$ cat src/rtl/mux_share_arbiter_if.sv
// rtl/mux_share_arbiter_if.sv - requester/consumer channel of the shared 2:1 mux arbiter
//
// Signals:
//   req[1:0]    per-requester request, req[k] means in_k holds data
//   in0, in1    requester data, WIDTH bits each
//   gnt[1:0]    one-hot registered grant, 00 when idle
//   s           registered mux select, 0 picks in0, 1 picks in1
//   y           shared output, combinational mux of in0/in1 by s
//   y_valid     gnt[s] & req[s], combinational
//   y_ready     consumer accepts a beat when y_valid & y_ready at a rising edge
//
// Modports:
//   slave   the arbiter side
//   master  the requesters plus downstream consumer side
interface mux_share_arbiter_if #(
    parameter int WIDTH = 1
) ();
    logic [1:0]       req;
    logic [WIDTH-1:0] in0;
    logic [WIDTH-1:0] in1;
    logic [1:0]       gnt;
    logic             s;
    logic [WIDTH-1:0] y;
    logic             y_valid;
    logic             y_ready;

    modport slave (
        input  req,
        input  in0,
        input  in1,
        input  y_ready,
        output gnt,
        output s,
        output y,
        output y_valid
    );

    modport master (
        output req,
        output in0,
        output in1,
        output y_ready,
        input  gnt,
        input  s,
        input  y,
        input  y_valid
    );
endinterface

$ cat src/rtl/mux_share_arbiter.sv
// rtl/mux_share_arbiter.sv - round-robin owner of a shared 2:1 mux channel with bounded bursts
//
// Ports:
//   clk     system clock, all state on its rising edge
//   rst_n   asynchronous active-low reset
//   bus     mux_share_arbiter_if.slave: req/in0/in1/y_ready in, gnt/s/y/y_valid out
//
// Parameters:
//   WIDTH      data width of in0, in1 and y
//   MAX_BURST  beats one requester may move while the other waits (>= 1)
module mux_share_arbiter #(
    parameter int WIDTH     = 1,
    parameter int MAX_BURST = 4
) (
    input  logic                 clk,
    input  logic                 rst_n,
    mux_share_arbiter_if.slave   bus
);
    localparam int CW = $clog2(MAX_BURST + 1);
    // Value the counter holds just before the beat that completes a burst.
    localparam logic [CW-1:0] CNT_LAST = CW'(MAX_BURST - 1);

    typedef enum logic [1:0] {
        IDLE = 2'd0,
        OWN0 = 2'd1,
        OWN1 = 2'd2
    } state_t;

    state_t          state_q;
    state_t          state_nx;
    logic            s_q;
    logic            s_nx;
    logic            last_q;
    logic            last_nx;
    logic [CW-1:0]   cnt_q;
    logic [CW-1:0]   cnt_nx;

    logic [1:0]       gnt_w;
    logic             y_valid_w;
    logic [WIDTH-1:0] y_mux;
    logic             beat;
    logic             own_k;
    logic             own_req;
    logic             other_req;
    logic             do_enter;
    logic             enter_k;

    // Grant is decoded straight from the state register, so it is glitch-free.
    assign gnt_w     = {state_q == OWN1, state_q == OWN0};
    assign y_mux     = s_q ? bus.in1 : bus.in0;
    assign y_valid_w = gnt_w[s_q] & bus.req[s_q];
    assign beat      = y_valid_w & bus.y_ready;

    assign own_k     = (state_q == OWN1);
    assign own_req   = bus.req[own_k];
    assign other_req = bus.req[~own_k];

    assign bus.gnt     = gnt_w;
    assign bus.s       = s_q;
    assign bus.y       = y_mux;
    assign bus.y_valid = y_valid_w;

    always_ff @(posedge clk or negedge rst_n) begin
        if (!rst_n) begin
            state_q <= IDLE;
            s_q     <= 1'b0;
            last_q  <= 1'b1;
            cnt_q   <= '0;
        end else begin
            state_q <= state_nx;
            s_q     <= s_nx;
            last_q  <= last_nx;
            cnt_q   <= cnt_nx;
        end
    end

    always_comb begin
        state_nx = state_q;
        s_nx     = s_q;
        last_nx  = last_q;
        cnt_nx   = cnt_q;
        do_enter = 1'b0;
        enter_k  = 1'b0;

        case (state_q)
            IDLE: begin
                // s is left alone while idle; it only moves on entering an owner state.
                if (bus.req != 2'b00) begin
                    do_enter = 1'b1;
                    enter_k  = (bus.req == 2'b11) ? ~last_q : bus.req[1];
                end
            end
            OWN0, OWN1: begin
                if (!own_req) begin
                    // Release wins over burst completion; with req low there is no beat anyway.
                    if (other_req) begin
                        do_enter = 1'b1;
                        enter_k  = ~own_k;
                    end else begin
                        state_nx = IDLE;
                        cnt_nx   = '0;
                    end
                end else if (beat) begin
                    if (cnt_q == CNT_LAST) begin
                        if (other_req) begin
                            do_enter = 1'b1;
                            enter_k  = ~own_k;
                        end else begin
                            // Nobody is waiting: keep ownership and open a fresh burst.
                            cnt_nx = '0;
                        end
                    end else begin
                        cnt_nx = cnt_q + 1'b1;
                    end
                end
            end
            default: begin
                state_nx = IDLE;
                cnt_nx   = '0;
            end
        endcase

        if (do_enter) begin
            state_nx = enter_k ? OWN1 : OWN0;
            s_nx     = enter_k;
            last_nx  = enter_k;
            cnt_nx   = '0;
        end
    end
endmodule
$ cat src/flat_wrapper.sv
// flat-port wrapper written by rule: the top's interface ports become plain ports
module mux_share_arbiter_flat 
#(
    parameter int WIDTH     = 1,
    parameter int MAX_BURST = 4
)
  (clk, rst_n, bus_req, bus_in0, bus_in1, bus_y_ready, bus_gnt, bus_s, bus_y, bus_y_valid);
  mux_share_arbiter_if #(.WIDTH(WIDTH)) bus_i ();
  input  logic clk;
  input  logic rst_n;
  input wire logic [$bits(bus_i.req)-1:0] bus_req;
  input wire logic [$bits(bus_i.in0)-1:0] bus_in0;
  input wire logic [$bits(bus_i.in1)-1:0] bus_in1;
  input wire logic [$bits(bus_i.y_ready)-1:0] bus_y_ready;
  output wire logic [$bits(bus_i.gnt)-1:0] bus_gnt;
  output wire logic [$bits(bus_i.s)-1:0] bus_s;
  output wire logic [$bits(bus_i.y)-1:0] bus_y;
  output wire logic [$bits(bus_i.y_valid)-1:0] bus_y_valid;
  assign bus_i.req = bus_req;
  assign bus_i.in0 = bus_in0;
  assign bus_i.in1 = bus_in1;
  assign bus_i.y_ready = bus_y_ready;
  assign bus_gnt = bus_i.gnt;
  assign bus_s = bus_i.s;
  assign bus_y = bus_i.y;
  assign bus_y_valid = bus_i.y_valid;
  mux_share_arbiter #(.WIDTH(WIDTH), .MAX_BURST(MAX_BURST)) u_core (.clk(clk), .rst_n(rst_n), .bus(bus_i));
endmodule
$ cat config.mk
export PLATFORM = sky130hd
export DESIGN_NAME = mux_share_arbiter_flat
export DESIGN_NICKNAME = d
export VERILOG_FILES = /design/src/rtl/mux_share_arbiter_if.sv /design/src/rtl/mux_share_arbiter.sv /design/src/flat_wrapper.sv
export SDC_FILE = /design/constraint.sdc
export NUM_CORES = 1
export LEC_CHECK = 0
export ABC_AREA = 1
export BUFFER_PORTS_ARGS = -buffer_cell sky130_fd_sc_hd__buf_2
export CAP_MARGIN = 10
export CORE_MARGIN = 8
export CORE_UTILIZATION = 45
export CTS_CLUSTER_SIZE = 12
export DETAILED_ROUTE_END_ITERATION = 12
export GPL_TIMING_DRIVEN = 0
export PLACE_DENSITY = 0.67
export SLEW_MARGIN = 20
export SYNTH_ARGS = -nofsm -noshare
export SYNTH_HDL_FRONTEND = slang
export SYNTH_SLANG_ARGS = --single-unit
$ cat constraint.sdc
create_clock -name clk -period 1.91 [get_ports clk]
set_clock_uncertainty 0.05 [all_clocks]
set_input_delay 0.382 -clock clk [delete_from_list [all_inputs] [get_ports clk]]
set_output_delay 0.382 -clock clk [all_outputs]
set_load 0.05 [all_outputs]
==> metrics.yaml, run 1 <==
global_routing:
  track_usage_pct: 9.63
  grt_max_degree: 8
  grt_pass1_wl_um: 2170
  grt_pass1_vias: 552
  grt-ovfl-total: 0
  antenna_found_initial: 0
critical_path:
  cpPeakStageDelay_ps: 420
  crit_required_ps: 1480
  cp-start-kind: "flip-flop"
  cp_max_fo: 6
  cp.buffers_inverters: 2
  crit_path_top_delay_cell: "dfrtp_1"
  critPathTopFamily: "flip-flops"
  path_common_cell: "nand2_1"
  arrival_ps: 1370
  cp_cell_sequence: "inv_2 > ha_4 > nand2_1 > nand2_1 > and2_1 > buf_6"
  end_kind: "output pin"
  crit_type: "flip-flop to output pin"
cells_and_area:
  nFillCells: 125
  nets: 122
  finalInstanceArea_um2: 788
  antenna_cells: 0
  drive_above_1_share_pct: 31.2
  syn2layout_area_growth_pct: 22.6
timing:
  relSlewSlack_pct: 80.7
  setup_violations: 0
  slew_viol_final: 0
  fmax_mhz: 555
  final.setup.tns_ps: 0
  rsz0062_at_grt: "no"
  period_share_pct: 94.4
  worst_pin_slew_ps: 289
  finalCriticalPeriod_ps: 1800
  whs_ps: 422
  hold_viol: 0
clock_network:
  max-clock-path-buffers: 2
  insertion_delay_ps: 240
  numCtsBuffers: 3
  cts_tree: "done"
  clock_sinks: 7
  cts_setup_buffers: 0
  clkSlewWorstSetupHoldPaths_ps: 50
  htree_levels: 1
  root_buffer: "clkbuf_4"
synthesis:
  syn_avg_cell_area_um2: 6.92
  synth_edf_count: 0
  yosys_warnings: 0
  ys_seq_area_share_pct: 27.4
  yosys.area.top_type_share_pct: 23.3
  ys_seq_elements: 7
  synth_area_leaders: "dfrtp_1 (23%), nand2_1 (23%), ha_1 (9.7%)"
  synth_common_cells: "nand2_1 (39), inv_1 (11), nand3_1 (11)"
  synth.distinct_cells: 18
  yosysTopAreaCell: "dfrtp_1"
  ys.flop_type: "dfrtp_1"
  yosysMostFrequentCell: "nand2_1"
  syn_area_um2: 643
  synthesis.nets: 105
  ys_async_sr_fraction_pct: 100
  synthCells: 93
pwr:
  report.power.total_w: 0.00150
  clockPowerShare_pct: 8.4
  vdd_drop_max_mv: 1.20
  power.net_switching_w: 0.000817
  power_leakage_nw: 0.428
  internal-power_w: 0.000683
  p_per_area_nw_per_um2: 1900
  p_comb_share_pct: 72.8
  p_sw_share_pct: 54.5
  p_seq_share_pct: 18.8
route:
  drtAntennaViolNets: 0
  post_drt_wl_per_cell_um: 10.2
  num_vias: 578
  drt_iter0_drc: 16
  firstDrtPassIters: 4
  routed_wl_um: 1260
  viasPerCell: 4.66
  drcViolationCount: 0
floorplanning:
  row_count: 13
  core_area_um2: 1320
  die_h_um: 53.8
  dieWidth_um: 53.8
  io_pins: 12
  dieArea_um2: 2890
  start_util_pct: 48.8
placement:
  place.port_buffers: 11
  dpl_cell_area_um2: 719
  globalplace.congestion: 0.822
  dp_hpwl_um: 1030
flow_run:
  cap_violations: 0
outcome:
  status: "complete, no violations"
worst_hold_path:
  hold_class: "flip-flop to flip-flop"
-- state kept, by name, summed over array words and instances (netlist names) --
signal,flops
u_core.state_q,2
u_core.last_q,1
u_core.bus.s,1
u_core.cnt_q,3
-- final cells by class --
type                       count  area, um^2  area share (%)
multi-input combinational     73         442            56.0
sequential                     7         178            22.5
timing repair buffer          12        71.3            9.05
inverter                      12        45.0            5.71
clock buffer                   4        26.3            3.33
tap                           15        18.8            2.38
buffer                         1        7.51           0.952
-- layout by cell type (no fill, tap or decap), drive strengths merged --
master       netlist  routed
nand2             47      47
nand3             12      12
buf                1      12
inv               12      12
dfrtp              6       6
ha                 5       5
clkbuf             0       4
a21oi              3       3
nor2               3       3
and2               2       2
o21ai              1       1
dlygate4sd3        0       1
dfstp              1       1
-- worst reg2reg max path, stage by stage (launching register included) --
cell	delay, ps
dfrtp_1	420
inv_2	130
ha_4	180
nand2_1	70
nand2_2	110
inv_1	70
nand2_2	80
nand2_2	70
nand2_4	110
nand2_8	80
nand2_4	100
nand2_1	80
nand2_1	60
nand2_1	50
-- power groups by stage --
| stage | Clock, W | Combinational [W] | Sequential [W] |
|---|---|---|---|
| floorplan | 0 | 0.000819 | 0.000298 |
| global placement | 0 | 0.00100 | 0.000272 |
| detailed placement | 0 | 0.00101 | 0.000274 |
| CTS | 0.000133 | 0.00103 | 0.000272 |
| global route | 0.000138 | 0.00121 | 0.000291 |
| finish | 0.000125 | 0.00109 | 0.000282 |
-- layer usage --
| layer | global-route usage [%] | up-vias | routed length [um] |
|---|---|---|---|
| met5 | 0 | - | 0 |
| met4 | 6.30 | 0 | 13 |
| met3 | 0.826 | 2 | 21 |
| met2 | 16.0 | 3 | 608 |
| met1 | 11.5 | 251 | 620 |
| li1 | - | 322 | - |
-- worst paths after layout --
kind,startpoint,to,slack [ps],cells after the start
max in group asynchronous,rst_n,u_core.last_q,1130,2
worst min register to register,u_core.last_q,u_core.last_q,420,2
min in group asynchronous,rst_n,u_core.cnt_q[0],450,2
worst max register to register,u_core.state_q[0],u_core.state_q[1],160,13
worst max-delay path,u_core.state_q[0],bus_y_valid,110,6
worst min-delay path,u_core.last_q,u_core.last_q,420,2
-- cells by family after synthesis --
group	share of synthesized area (%)
compound gates	3.11
flops	27.4
buf+inv	8.17
fa+ha+maj	9.73
simple gates	51.6
-- stage by stage --
step	cells	worst slack, ps	utilization [%]
after floorplan	93	93.7	-
after global placement	119	58.5	54.6
after CTS	124	20.8	57.7
after global routing	124	24.8	59.8
after detailed placement	119	57.7	54.6
final	124	107	59.8
-- repair_timing --
item,4_1_cts,5_1_grt
setup endpoints to repair,1,6
hold endpoints to repair,6,0
hold buffers,1,0
gates resized for setup,2,7
(Power assumes the default switching activity.)
==> inputs of run 2 (changes only) <==
--- a/config.mk
+++ b/config.mk
@@ -13,7 +13,7 @@
 export CTS_CLUSTER_SIZE = 12
 export DETAILED_ROUTE_END_ITERATION = 12
 export GPL_TIMING_DRIVEN = 0
-export PLACE_DENSITY = 0.67
+export PLACE_DENSITY_LB_ADDON = 0.1
 export SLEW_MARGIN = 20
 export SYNTH_ARGS = -nofsm -noshare
 export SYNTH_HDL_FRONTEND = slang
==> run 2 against run 1 <==
Net effect: register-to-register slack worse by 30 ps; wire length up 2.1%; die area unchanged; cell area up 4.1%; highest routed layer unchanged; via count up 1.4%.
==> metrics.yaml, run 2 (same netlist as run 1, synthesis figures left out) <==
route:
  routed_wl_um: 1290  # +2.1%
  drt_iter0_drc: 13  # -3
  drtAntennaViolNets: 0  # unchanged
  num_vias: 586  # +1.4%
  drcViolationCount: 0  # unchanged
  firstDrtPassIters: 4  # unchanged
  post_drt_wl_per_cell_um: 9.99  # -1.9%
  viasPerCell: 4.54  # -2.5%
timing:
  fmax_mhz: 549  # -0.96%
  worst_pin_slew_ps: 303  # +13.8 ps
  final.setup.tns_ps: 0  # unchanged
  relSlewSlack_pct: 79.8  # -0.92 points
  whs_ps: 426  # +3.78 ps
  hold_viol: 0  # unchanged
  setup_violations: 0  # unchanged
  slew_viol_final: 0  # unchanged
  period_share_pct: 95.3  # +0.91 points
  finalCriticalPeriod_ps: 1820  # +17.4 ps
cells_and_area:
  fin_util_pct: 62.3  # +2.5 points
  nets: 127  # +4.1%
  finalInstanceArea_um2: 821  # +4.1%
  final_common_cell: "nand2_1"
  final_cell_mix: "nand2_1 (39), nand3_1 (11), inv_1 (10), buf_2 (10), buf_4 (7)"
  antenna_cells: 0  # unchanged
  largest_reg_flops: 3  # unchanged
  drive_above_1_share_pct: 32.5  # +1.3 points
  reg_top3: "u_core.cnt_q: 3 flops, u_core.state_q: 2 flops"
  syn2layout_area_growth_pct: 27.6
  nFillCells: 119  # -4.8%
  regMostFlops: "u_core.cnt_q"
pwr:
  report.power.total_w: 0.00157  # +4.7%
  p_per_area_nw_per_um2: 1910  # +0.58%
  power_leakage_nw: 0.454  # +6.1%
  vdd_drop_max_mv: 1.21  # +0.35%
clock_network:
  root_buffer: "clkbuf_4"
  cts_tree: "done"
  htree_levels: 1  # unchanged
  max-clock-path-buffers: 2  # unchanged
  clkSlewWorstSetupHoldPaths_ps: 40  # about the same
  clock_sinks: 7  # unchanged
  insertion_delay_ps: 240  # about the same
  numCtsBuffers: 3  # unchanged
floorplanning:
  core_area_um2: 1320  # unchanged
  start_util_pct: 48.8  # unchanged
  dieWidth_um: 53.8  # unchanged
  io_pins: 12  # unchanged
  die_h_um: 53.8  # unchanged
  dieArea_um2: 2890  # unchanged
  row_count: 13  # unchanged
placement:
  place.port_buffers: 11  # unchanged
  dpl_cell_area_um2: 719  # unchanged
  globalplace.congestion: 0.781  # -5.0%
  dp_hpwl_um: 1050  # +1.9%
critical_path:
  cp-start-kind: "flip-flop"
  crit_type: "flip-flop to output pin"
  critPathTopFamily: "flip-flops"
  reg2reg_slack_ps: 130  # -30 ps
  crit_path_top_delay_cell: "dfrtp_1"
  cp_cell_sequence: "buf_4 > ha_4 > nand2_1 > nand2_1 > and2_1 > buf_4"
  end_kind: "output pin"
  crit_required_ps: 1480  # about the same
  cpPeakStageDelay_ps: 400  # -20 ps
  cp.buffers_inverters: 2  # unchanged
  cp_max_fo: 6  # unchanged
  arrival_ps: 1390  # +20 ps
global_routing:
  grt_pass1_vias: 513  # -7.1%
  grt_pass1_wl_um: 2120  # -2.2%
  grt-ovfl-total: 0  # unchanged
  antenna_found_initial: 0  # unchanged
  grt_max_degree: 8  # unchanged
  track_usage_pct: 9.63  # unchanged
outcome:
  status: "complete, no violations"
flow_run:
  cap_violations: 0  # unchanged
worst_hold_path:
  hold_class: "flip-flop to flip-flop"
-- run 2: worst paths after layout --
kind                              startpoint                 to  depth (start not counted)
setup reg to reg           u_core.state_q[1]  u_core.state_q[1]                         14
setup / recovery           u_core.state_q[1]        bus_y_valid                          6
hold / removal                 u_core.last_q      u_core.last_q                          2
hold reg to reg                u_core.last_q      u_core.last_q                          2
min in group asynchronous              rst_n    u_core.cnt_q[1]                          2
max in group asynchronous              rst_n      u_core.last_q                          2
-- run 2: power by group --
| part | switching (W) | leakage, nW | internal [W] | total [W] |
|---|---|---|---|---|
| Combinational | 0.000729 | 0.351 | 0.000442 | 0.00117 |
| Sequential | 0.0000593 | 0.0880 | 0.000217 | 0.000277 |
| Clock | 0.0000438 | 0.0150 | 0.0000790 | 0.000123 |
| Total | 0.000832 | 0.454 | 0.000738 | 0.00157 |
-- run 2: area by class of cell --
type	count	area [um^2]	share of cell area, %
flip-flops and latches	7	176	21.5
plain buffers	1	7.51	0.915
well taps	15	18.8	2.29
multi-input cells	73	442	53.8
clock buffers	4	26.3	3.20
inverters	12	45.0	5.49
repair buffers	17	105	12.8
-- run 2: stage by stage --
step / cells / worst slack, ps
after floorplan: 93 / 93.7
after global placement: 119 / 68.0
after detailed placement: 119 / 34.8
after CTS: 124 / 20.7
after global routing: 129 / -4.51
final: 129 / 89.3
-- run 2: routing by layer --
metal,global-route usage [%],part of all wire [%],vias to the layer above
met4,6.30,1.1,0
met3,1.38,4.6,2
li1,-,-,327
met1,12.2,47,251
met2,14.9,47,6
met5,0,0,-
-- run 2: repair_timing --
item	in CTS	in global routing
hold buffers	1	0
gates resized for setup	2	5
endpoints found under the setup margin	1	7
hold endpoints to repair	6	0
buffers inserted	0	5
pin swaps	0	2
-- run 2: worst reg2reg max path: cells and delay by family (launching register included) --
| kind | cells | cell delay [ps] |
|---|---|---|
| buf+inv | 3 | 280 |
| flops | 1 | 400 |
| fa+ha+maj | 1 | 170 |
| simple gates | 10 | 760 |
==> inputs of run 3 (changes only) <==
--- a/config.mk
+++ b/config.mk
@@ -13,6 +13,7 @@
 export CTS_CLUSTER_SIZE = 12
 export DETAILED_ROUTE_END_ITERATION = 12
 export GPL_TIMING_DRIVEN = 0
+export MAX_ROUTING_LAYER = met4
 export PLACE_DENSITY_LB_ADDON = 0.1
 export SLEW_MARGIN = 20
 export SYNTH_ARGS = -nofsm -noshare
==> run 3 against run 2 <==
Net effect: cell area did not move; sequential share of layout area did not move; worst setup slack better by 1.1 ps; wire length rose by 0.47%; worst hold slack got worse by 2.1 ps; die area is the same; critical path depth unchanged; via count is 1.7% higher; count of clock-buffer cells in the layout did not move; sequential cell count is the same; clock power about the same; critical endpoint unchanged; largest cell class unchanged.
==> metrics.yaml, run 3 (same netlist as run 1, synthesis figures left out) <==
timing:
  finalCriticalPeriod_ps: 1820  # -1.11 ps
  relSlewSlack_pct: 79.8  # about the same
  whs_ps: 424  # -2.10 ps
  setup_violations: 0  # unchanged
  setup_ws_ps: 90.4  # +1.11 ps
  period_share_pct: 95.3  # about the same
  worst_pin_slew_ps: 303  # -0.107 ps
  fmax_mhz: 550  # about the same
  hold_viol: 0  # unchanged
  slew_viol_final: 0  # unchanged
cells_and_area:
  antenna_cells: 0  # unchanged
  drive_above_1_share_pct: 32.5  # unchanged
  final_cell_mix: "nand2_1 (39), nand3_1 (11), inv_1 (10), buf_2 (10), buf_4 (7)"
  reg_top3: "u_core.cnt_q: 3 flops, u_core.state_q: 2 flops"
  regMostFlops: "u_core.cnt_q"
  final_common_cell: "nand2_1"
  finalInstanceArea_um2: 821  # unchanged
  syn2layout_area_growth_pct: 27.6  # unchanged
  largest_reg_flops: 3  # unchanged
  nets: 127  # unchanged
  nFillCells: 119  # unchanged
floorplanning:
  row_count: 13  # unchanged
  die_h_um: 53.8  # unchanged
  dieArea_um2: 2890  # unchanged
  io_pins: 12  # unchanged
  start_util_pct: 48.8  # unchanged
  dieWidth_um: 53.8  # unchanged
  core_area_um2: 1320  # unchanged
critical_path:
  cp.buffers_inverters: 2  # unchanged
  crit_type: "flip-flop to output pin"
  critPathTopFamily: "flip-flops"
  cp_max_fo: 6  # unchanged
  cp_cell_sequence: "buf_4 > ha_4 > nand2_1 > nand2_1 > and2_1 > buf_4"
  cpPeakStageDelay_ps: 400  # about the same
  arrival_ps: 1390  # about the same
  cp-start-kind: "flip-flop"
  crit_path_top_delay_cell: "dfrtp_1"
  crit_required_ps: 1480  # about the same
  end_kind: "output pin"
outcome:
  status: "complete, no violations"
clock_network:
  clkSlewWorstSetupHoldPaths_ps: 40  # about the same
  cts_tree: "done"
  htree_levels: 1  # unchanged
  clock_sinks: 7  # unchanged
  numCtsBuffers: 3  # unchanged
  insertion_delay_ps: 240  # about the same
  root_buffer: "clkbuf_4"
  max-clock-path-buffers: 2  # unchanged
pwr:
  power_leakage_nw: 0.454  # unchanged
  p_per_area_nw_per_um2: 1920  # about the same
  vdd_drop_max_mv: 1.21  # about the same
placement:
  globalplace.congestion: 0.792  # +1.4%
  dp_hpwl_um: 1050  # unchanged
  dpl_cell_area_um2: 719  # unchanged
  place.port_buffers: 11  # unchanged
  dp_worst_setup_slack_ps: 34.8  # unchanged
route:
  firstDrtPassIters: 4  # unchanged
  routed_wl_um: 1300  # +0.47%
  num_vias: 596  # +1.7%
  drt_iter0_drc: 14  # +1
  drtAntennaViolNets: 0  # unchanged
  viasPerCell: 4.62  # +1.7%
  drcViolationCount: 0  # unchanged
  post_drt_wl_per_cell_um: 10.0  # +0.47%
flow_run:
  cap_violations: 0  # unchanged
global_routing:
  antenna_found_initial: 0  # unchanged
  grt-ovfl-total: 0  # unchanged
  track_usage_pct: 9.93  # +0.30 points
  grt_pass1_vias: 517  # +0.78%
  grt_pass1_wl_um: 2120  # unchanged
  grt_max_degree: 8  # unchanged
worst_hold_path:
  hold_class: "flip-flop to flip-flop"
[run 3: metal layers]
layer / part of all wire, % / vias up / global-route usage, %
li1: - / 329 / -
met1: 47 / 252 / 12.3
met2: 47 / 13 / 14.9
met3: 4.6 / 2 / 1.10
met4: 1.1 / 0 / 6.30
met5: 0 / - / -
[run 3: area by class of cell]
| cell class | instances | area [um^2] | area share, % |
|---|---|---|---|
| inverter | 12 | 45.0 | 5.49 |
| clock buffer | 4 | 26.3 | 3.20 |
| multi-input combinational | 73 | 442 | 53.8 |
| timing repair buffer | 17 | 105 | 12.8 |
| sequential | 7 | 176 | 21.5 |
| tap | 15 | 18.8 | 2.29 |
| buffer | 1 | 7.51 | 0.915 |
[run 3: worst min-delay path, delay by kind of cell, from the launching register on]
| kind | cells | cell delay, ps |
|---|---|---|
| DFF | 1 | 360 |
| and+or+nand+nor | 2 | 100 |
[run 3: where the power goes]
group / leakage [nW] / internal, W / total, W / switching (W)
Clock: 0.0150 / 0.0000790 / 0.000123 / 0.0000438
Sequential: 0.0880 / 0.000217 / 0.000276 / 0.0000587
Combinational: 0.351 / 0.000442 / 0.00117 / 0.000731
Total: 0.454 / 0.000738 / 0.00157 / 0.000834
[run 3: path summary, 6_finish.rpt]
path                                   start                end  slack (ps)  cells past startpoint
min reg2reg                    u_core.last_q      u_core.last_q         420                      2
max                        u_core.state_q[1]        bus_y_valid          90                      6
max in group asynchronous              rst_n      u_core.last_q        1140                      2
max reg2reg                u_core.state_q[1]  u_core.state_q[1]         130                     14
min                            u_core.last_q      u_core.last_q         420                      2
min in group asynchronous              rst_n    u_core.cnt_q[1]         450                      2
[run 3: what timing repair did]
item                                   4_1_cts  5_1_grt
hold buffers                                 1        0
pin swaps                                    0        2
setup endpoints to repair                    1        7
setup buffers                                0        5
endpoints found under the hold margin        6        0
resized for setup                            2        5
[run 3: stage by stage]
| stage | utilization (%) | setup TNS (ps) | instances | power (W) |
|---|---|---|---|---|
| 3_3_place_gp | 54.6 | 0 | 119 | 0.00127 |
| 4_1_cts | 57.7 | 0 | 124 | 0.00144 |
| 6_report | 62.3 | 0 | 129 | 0.00157 |
| 5_1_grt | 62.3 | -4.51 | 129 | 0.00171 |
| 2_1_floorplan | - | 0 | 93 | 0.00112 |
| 3_5_place_dp | 54.6 | 0 | 119 | 0.00129 |
